--- src/rtl/operand_loader.sv ---
// Four-slot operand loader: sequentially captures words into out0..out3 and flags full.
// Optional OPERAND_LOADER_DIRECT_EN adds wr_sel/wr_direct for addressed writes into any slot.
module operand_loader #(
  parameter int WIDTH = 8
) (
  input  logic             clk,
  input  logic             rst_n,
  input  logic [WIDTH-1:0] in_data,
  input  logic             in_valid,
  output logic             in_ready,
  input  logic             clear,
`ifdef OPERAND_LOADER_DIRECT_EN
  input  logic [1:0]       wr_sel,
  input  logic             wr_direct,
`endif
  output logic [WIDTH-1:0] out0,
  output logic [WIDTH-1:0] out1,
  output logic [WIDTH-1:0] out2,
  output logic [WIDTH-1:0] out3,
  output logic [1:0]       slot,
  output logic             full,
  output logic             load_done
);

  typedef enum logic [1:0] {
    EMPTY   = 2'd0,
    FILLING = 2'd1,
    FULL    = 2'd2
  } state_t;

  state_t           state_q, state_d;
  logic [1:0]       slot_q, slot_d;
  logic             done_q, done_d;
  logic [WIDTH-1:0] slots_q [4];
  logic [WIDTH-1:0] slots_d [4];
  logic             direct;
  logic             accept;

`ifdef OPERAND_LOADER_DIRECT_EN
  assign direct = wr_direct;
`else
  assign direct = 1'b0;
`endif

  // A direct write is accepted in any state, so it also opens in_ready while FULL.
  assign in_ready = (state_q != FULL) | direct;
  assign accept   = in_valid & in_ready;

  always_comb begin
    state_d = state_q;
    slot_d  = slot_q;
    done_d  = 1'b0;
    slots_d = slots_q;
    if (clear) begin
      state_d = EMPTY;
      slot_d  = '0;
      slots_d = '{default: '0};
    end else if (accept) begin
      if (direct) begin
`ifdef OPERAND_LOADER_DIRECT_EN
        slots_d[wr_sel] = in_data;
`endif
      end else begin
        slots_d[slot_q] = in_data;
        slot_d          = slot_q + 2'd1;
        if (slot_q == 2'd3) begin
          state_d = FULL;
          done_d  = 1'b1;
        end else begin
          state_d = FILLING;
        end
      end
    end
  end

  always_ff @(posedge clk or negedge rst_n) begin
    if (!rst_n) begin
      state_q <= EMPTY;
      slot_q  <= '0;
      done_q  <= 1'b0;
      slots_q <= '{default: '0};
    end else begin
      state_q <= state_d;
      slot_q  <= slot_d;
      done_q  <= done_d;
      slots_q <= slots_d;
    end
  end

  assign out0      = slots_q[0];
  assign out1      = slots_q[1];
  assign out2      = slots_q[2];
  assign out3      = slots_q[3];
  assign slot      = slot_q;
  assign full      = (state_q == FULL);
  assign load_done = done_q;

endmodule

--- config.mk ---
export PLATFORM = sky130hd
export DESIGN_NAME = operand_loader
export DESIGN_NICKNAME = d
export VERILOG_FILES = /design/src/rtl/operand_loader.sv
export SDC_FILE = /design/constraint.sdc
export NUM_CORES = 1
export LEC_CHECK = 0
export CAP_MARGIN = 20
export CORE_UTILIZATION = 38
export CTS_CLUSTER_DIAMETER = 60
export DETAILED_ROUTE_END_ITERATION = 16
export GPL_TIMING_DRIVEN = 0
export HOLD_SLACK_MARGIN = 0.15
export PLACE_DENSITY = 0.66
export SYNTH_ARGS = -nofsm -noshare
export SYNTH_HDL_FRONTEND = slang
export SYNTH_SLANG_ARGS = --single-unit
--- constraint.sdc ---
create_clock -name clk -period 1.55 [get_ports clk]
set_input_delay 0.465 -clock clk [delete_from_list [all_inputs] [get_ports clk]]
set_output_delay 0.465 -clock clk [all_outputs]
set_load 0.005 [all_outputs]
==> flow_metrics.env, run 1 <==
export IMPL_power_density_nw_per_um2=813
export IMPL_p_leak_nw=1.36
export IMPL_p_seq_share_pct=51.8
export IMPL_crit_type="flop to output pin"
export IMPL_drc=0
export IMPL_finalCritPeriodShare_pct=99.5
export IMPL_hold_viol_final=0
export IMPL_dieWidth_um=70.2
export IMPL_yosysWarnings=0
export IMPL_yosysTopAreaCell="dfrtp_1"
export IMPL_drv_slew=0
export IMPL_fill_cells=387
export IMPL_cp_top_family="flip-flops"
export IMPL_drv_cap=0
export IMPL_p_switching_mw=0.478
export IMPL_clock_sinks=37
export IMPL_synth_area_top_cells="dfrtp_1 (52%), mux2i_1 (18%), nand2b_1 (14%)"
export IMPL_clk_latency_ns=0.29
export IMPL_status="finished, final reports clean"
export IMPL_die_area_um2=4930
export IMPL_n_antenna_cell=0
export IMPL_wl_um=4060
export IMPL_crit_buf_inv=3
export IMPL_synth_cells=143
export IMPL_ys_seq_area_share_pct=52.4
export IMPL_syn_area_per_cell_um2=12.4
export IMPL_htree_levels=2
export IMPL_p_int_mw=1.49
export IMPL_grt_max_degree=38
export IMPL_viasPerCell=4.81
export IMPL_nNetsFinal=225
export IMPL_ir_worst_vdd_uv=453
export IMPL_drtIter0Drc=28
export IMPL_core_um2=4410
export IMPL_hold_class="input port to async pin"
export IMPL_slowest_stage="dfrtp_1"
export IMPL_postRouteAntennaNets=0
export IMPL_pwr_share_clk_pct=34.4
export IMPL_rows=24
export IMPL_synth_seq_cells=37
export IMPL_whs_ns=0.273
export IMPL_power_mw=1.97
export IMPL_crit_path_end_kind="output pin"
export IMPL_fmax_mhz=649
export IMPL_gr_total_overflow=0
export IMPL_setup_violations_final=0
export IMPL_vias=1256
export IMPL_start_util_pct=40.1
export IMPL_wl_per_cell_um=15.6
export IMPL_critPathLaunchType="flop"
export IMPL_path_cells="nand2b_4 > buf_8 > inv_2 > buf_2"
export IMPL_fin_crit_ns=1.54
export IMPL_grt_pass1_wl_um=6650
export IMPL_synth_distinct_cells=19
export IMPL_rsz0062_at_grt="true"
export IMPL_antenna_found_initial=0
export IMPL_relSlewSlack_pct=44.2
export IMPL_clkTransAtPathRegs_ns=0.07
export IMPL_cts_buffer_depth=2
export IMPL_synth_area_um2=1770
export IMPL_cts_buffers=5
export IMPL_die_y_um=70.2
export IMPL_slowest_delay_ns=0.39
export IMPL_grt_use_total_pct=18.2
export IMPL_crit_fanout=5
export IMPL_numPortBuffers=47
export IMPL_place_area_um2=2300
export IMPL_drive_gt1_share_pct=16.3
export IMPL_tightest_slew_ns=0.837
export IMPL_fin_util_pct=54.9
export IMPL_place_ws_ns=-0.252
export IMPL_synthesis_nets=159
export IMPL_cts_root_buffer_cell="clkbuf_8"
export IMPL_fin_skew_ns=0.00308
export IMPL_first_global_vias=1357
export IMPL_area_growth_pct=37.2
export IMPL_cts_tree="done"
export IMPL_stdcell_count=261
export IMPL_critPathRequiredTime_ns=1.08
export IMPL_drtPass1Iterations=4
export IMPL_gp_congestion=0.768
export IMPL_synth_top_area_share_pct=52.4
export IMPL_fin_tns_setup_ns=0
export IMPL_place_inst=242
export IMPL_design_area_um2=2420
export IMPL_io_pin_count=49
export IMPL_switching_share_pct=24.3
export IMPL_crit_arrival_ns=1.08
export IMPL_setup_ws_ns=0.00824
export IMPL_dp_hpwl_um=2770
export IMPL_combPwrFrac_pct=13.9
cell usage after synthesis:
cell      instances
inv_1             4
dfrtp_1          37
nand2b_1         40
ha_1              4
nand3_4           3
a22oi_1           1
a211oi_1          1
and3_2            1
a21o_2            2
nand2_1           1
nor2_1            2
nand2b_4          1
buf_6             3
a21oi_1           3
nand3_2           1
nand3_1           2
buf_2             1
clkbuf_1          4
mux2i_1          32
kinds of logic (layout without fill, tap and decap cells):
family	Yosys count	in the layout	synth area share, %
adder cells (fa/ha/maj)	4	4	2.83
multiplexers	32	32	18.1
AND/OR/NAND/NOR	51	51	20.1
AO/OA/AOI/OAI	7	7	2.69
buffers and inverters	12	78	3.89
flip-flops	37	37	52.4
power groups by stage:
stage,combinational (mW),clock (mW),sequential [mW]
2_1_floorplan,0.128,0,1.04
5_1_grt,0.298,0.741,1.02
4_1_cts,0.277,0.691,1.02
3_5_place_dp,0.278,0,1.04
3_3_place_gp,0.272,0,1.04
6_report,0.273,0.677,1.02
worst paths after layout:
check                            from  endpoint  slack (ns)  depth (start not counted)
min in group clk              out2[4]   out2[4]        0.54                          2
hold reg to reg               out2[4]   out2[4]        0.54                          2
max in group asynchronous       rst_n   out3[4]        0.74                          1
setup reg to reg              slot[0]   out0[7]        0.19                          5
hold / removal                  rst_n   out3[1]        0.27                          1
setup / recovery           state_q[0]      full       0.008                          4
layer usage:
layer	vias up	track usage (%)	wire [um]
li1	604	-	-
met1	609	21.9	1750
met2	36	30.4	2030
met3	7	5.92	227
met4	0	6.22	55
met5	-	0	0
cells in the final DEF, fill, tap and decap left out, drive strengths merged:
cell           count
a21oi              3
a21o               2
a22oi              1
inv                4
clkbuf            11
dfrtp             37
and3               1
dlygate4sd2       35
clkdlybuf4s50      9
ha                 4
a211oi             1
nand3              6
mux2i             32
nor2               2
buf               19
nand2              1
nand2b            41
sequential cells by signal (all words and copies together), names as in the netlist:
| name | flops |
|---|---|
| out2 | 8 |
| out1 | 8 |
| out3 | 8 |
| out0 | 8 |
| slot | 2 |
| state_q | 2 |
| load_done | 1 |
worst reg2reg max path: cells and delay by family (launching register included):
kind	cells	cell delay, ns
mux	1	0.23
buf+inv	2	0.27
flops	1	0.38
simple gates	1	0.19
fa+ha+maj	1	0.21
layout make-up:
type / count / area (um^2) / area share (%)
flip-flops and latches: 37 / 926 / 38.2
repair buffers: 59 / 502 / 20.7
multi-input cells: 94 / 773 / 31.9
well taps: 52 / 65.1 / 2.68
clock buffers: 7 / 86.3 / 3.56
plain buffers: 8 / 57.6 / 2.37
inverters: 4 / 15.0 / 0.619
what timing repair did:
action / CTS / global route
resized for setup: 44 / 0
setup buffers: 12 / 0
hold buffers: 0 / 0
setup endpoints to repair: 37 / 2
No activity file was read; power rests on OpenSTA's default activity.
==> run 2, diff against run 1 <==
- CORE_MARGIN: default -> 2
==> run 2 against run 1 <==
Effect of this change: setup slack better by 0.051 ns; critical endpoint is now out2[5]; flip-flop and latch count unchanged; die area increased by 5.8%; wire length increased by 2.9%; highest routed layer unchanged.
==> flow_metrics.env, run 2 (same netlist as run 1, synthesis figures left out) <==
export IMPL_clk_latency_ns=0.29
export IMPL_start_util_pct=40.1
export IMPL_critPathRequiredTime_ns=1.71
export IMPL_dp_hpwl_um=2850
export IMPL_multi_input_area_um2=773
export IMPL_rows=24
export IMPL_p_leak_nw=1.37
export IMPL_startpoint="in_valid"
export IMPL_final_cell_mix="nand2b_1 (40), dfrtp_1 (37), dlygate4sd2_1 (35)"
export IMPL_drive_gt1_share_pct=17.1
export IMPL_cts_tree="done"
export IMPL_viasPerCell=4.84
export IMPL_r2r_cells=5
export IMPL_io_pin_count=49
export IMPL_ir_worst_vdd_uv=442
export IMPL_crit_arrival_ns=1.65
export IMPL_fin_tns_setup_ns=0
export IMPL_grt_pass1_wl_um=6810
export IMPL_timing_rr_end="out3[4]"
export IMPL_crit_fanout=10
export IMPL_drc=0
export IMPL_drtPass1Iterations=4
export IMPL_die_area_um2=5210
export IMPL_place_area_um2=2300
export IMPL_postRouteAntennaNets=0
export IMPL_layout_commonest_cell="nand2b_1"
export IMPL_fill_cells=389
export IMPL_drv_cap=0
export IMPL_rsz0062_at_grt="false"
export IMPL_final_seq_area_um2=926
export IMPL_setup_ws_ns=0.0592
export IMPL_clock_sinks=37
export IMPL_drv_slew=0
export IMPL_r2r_start="slot[0]"
export IMPL_power_density_nw_per_um2=877
export IMPL_finalCritPeriodShare_pct=96.2
export IMPL_cts_buffers=5
export IMPL_drtIter0Drc=66
export IMPL_grt_max_degree=38
export IMPL_dieWidth_um=72.2
export IMPL_wl_per_cell_um=15.9
export IMPL_fin_crit_ns=1.49
export IMPL_area_growth_pct=39.2
export IMPL_grt_use_total_pct=17.7
export IMPL_n_antenna_cell=0
export IMPL_numPortBuffers=47
export IMPL_wl_um=4180
export IMPL_relSlewSlack_pct=43.1
export IMPL_vias=1274
export IMPL_hold_class="input port to async pin"
export IMPL_htree_levels=2
export IMPL_gp_congestion=0.797
export IMPL_nNetsFinal=226
export IMPL_antenna_found_initial=0
export IMPL_cts_root_buffer_cell="clkbuf_8"
export IMPL_hold_viol_final=0
export IMPL_clkTransAtPathRegs_ns=0.07
export IMPL_place_ws_ns=-0.250
export IMPL_crit_path_end_kind="flop"
export IMPL_setup_violations_final=0
export IMPL_crit_type="input port to flop"
export IMPL_fin_skew_ns=0.00700
export IMPL_die_y_um=72.2
export IMPL_rrSetupSlack_ns=0.17
export IMPL_gr_total_overflow=0
export IMPL_tightest_slew_ns=0.853
export IMPL_status="finished, final reports clean"
export IMPL_design_area_um2=2460
export IMPL_cts_buffer_depth=2
export IMPL_critPathLaunchType="input port"
export IMPL_first_global_vias=1347
export IMPL_fmax_mhz=671
export IMPL_core_um2=4410
## run 2: changes by cell type in the layout (fill, tap and decap cells not counted)
cell and delta:
buf_2 -1, buf_4 +2, buf_6 +1, buf_8 -1, bufinv_16 +1
## run 2: how the worst max path moves through the flow
stage,slack [ns],to,cells after the start
floorplan,0.37,out3[6],4
global placement,-0.78,slot[1],1
CTS,-0.09,full,5
global route,0.04,out3[4],4
finish,0.06,out2[5],4
detailed placement,-0.25,out3[4],4
## run 2: worst max-delay path, cell delays in order
cell and delay [ns]:
clkdlybuf4s50_1 0.63, buf_6 0.20, nand3_4 0.18, mux2i_1 0.17
## run 2: report_power, final
| group | switching (mW) | internal (mW) | total (mW) |
|---|---|---|---|
| sequential | 0.0174 | 1.00 | 1.02 |
| combinational | 0.138 | 0.144 | 0.282 |
| clock | 0.334 | 0.524 | 0.859 |
## run 2: area by class of cell
type | instances | share of cell area, %
flip-flops and latches | 37 | 37.6
clock buffers | 7 | 3.51
well taps | 52 | 2.64
plain buffers | 7 | 1.73
repair buffers | 61 | 21.3
clock inverters | 1 | 1.22
multi-input cells | 94 | 31.4
inverters | 4 | 0.610
## run 2: layer usage
layer / GRT usage [%] / wire [um] / share of wire (%)
met3: 5.69 / 282 / 6.7
met5: 0 / 0 / 0
met1: 22.3 / 1810 / 43
met4: 6.71 / 74 / 1.8
met2: 28.3 / 2010 / 48
## run 2: timing repair
item / CTS / global route
setup buffers: 14 / 1
hold buffers: 0 / 0
endpoints found under the setup margin: 37 / 2
gates resized for setup: 47 / 0
## run 2: per-stage QoR
step / hold WS (ns) / power, mW / std cells / util, %
after global placement: 0.530 / 1.31 / 242 / 52.2
after detailed placement: 0.535 / 1.32 / 242 / 52.1
after floorplan: 0.169 / 1.17 / 143 / -
after CTS: 0.304 / 2.18 / 264 / 56.2
final: 0.284 / 2.16 / 263 / 55.8
after global routing: 0.334 / 2.27 / 263 / 55.8
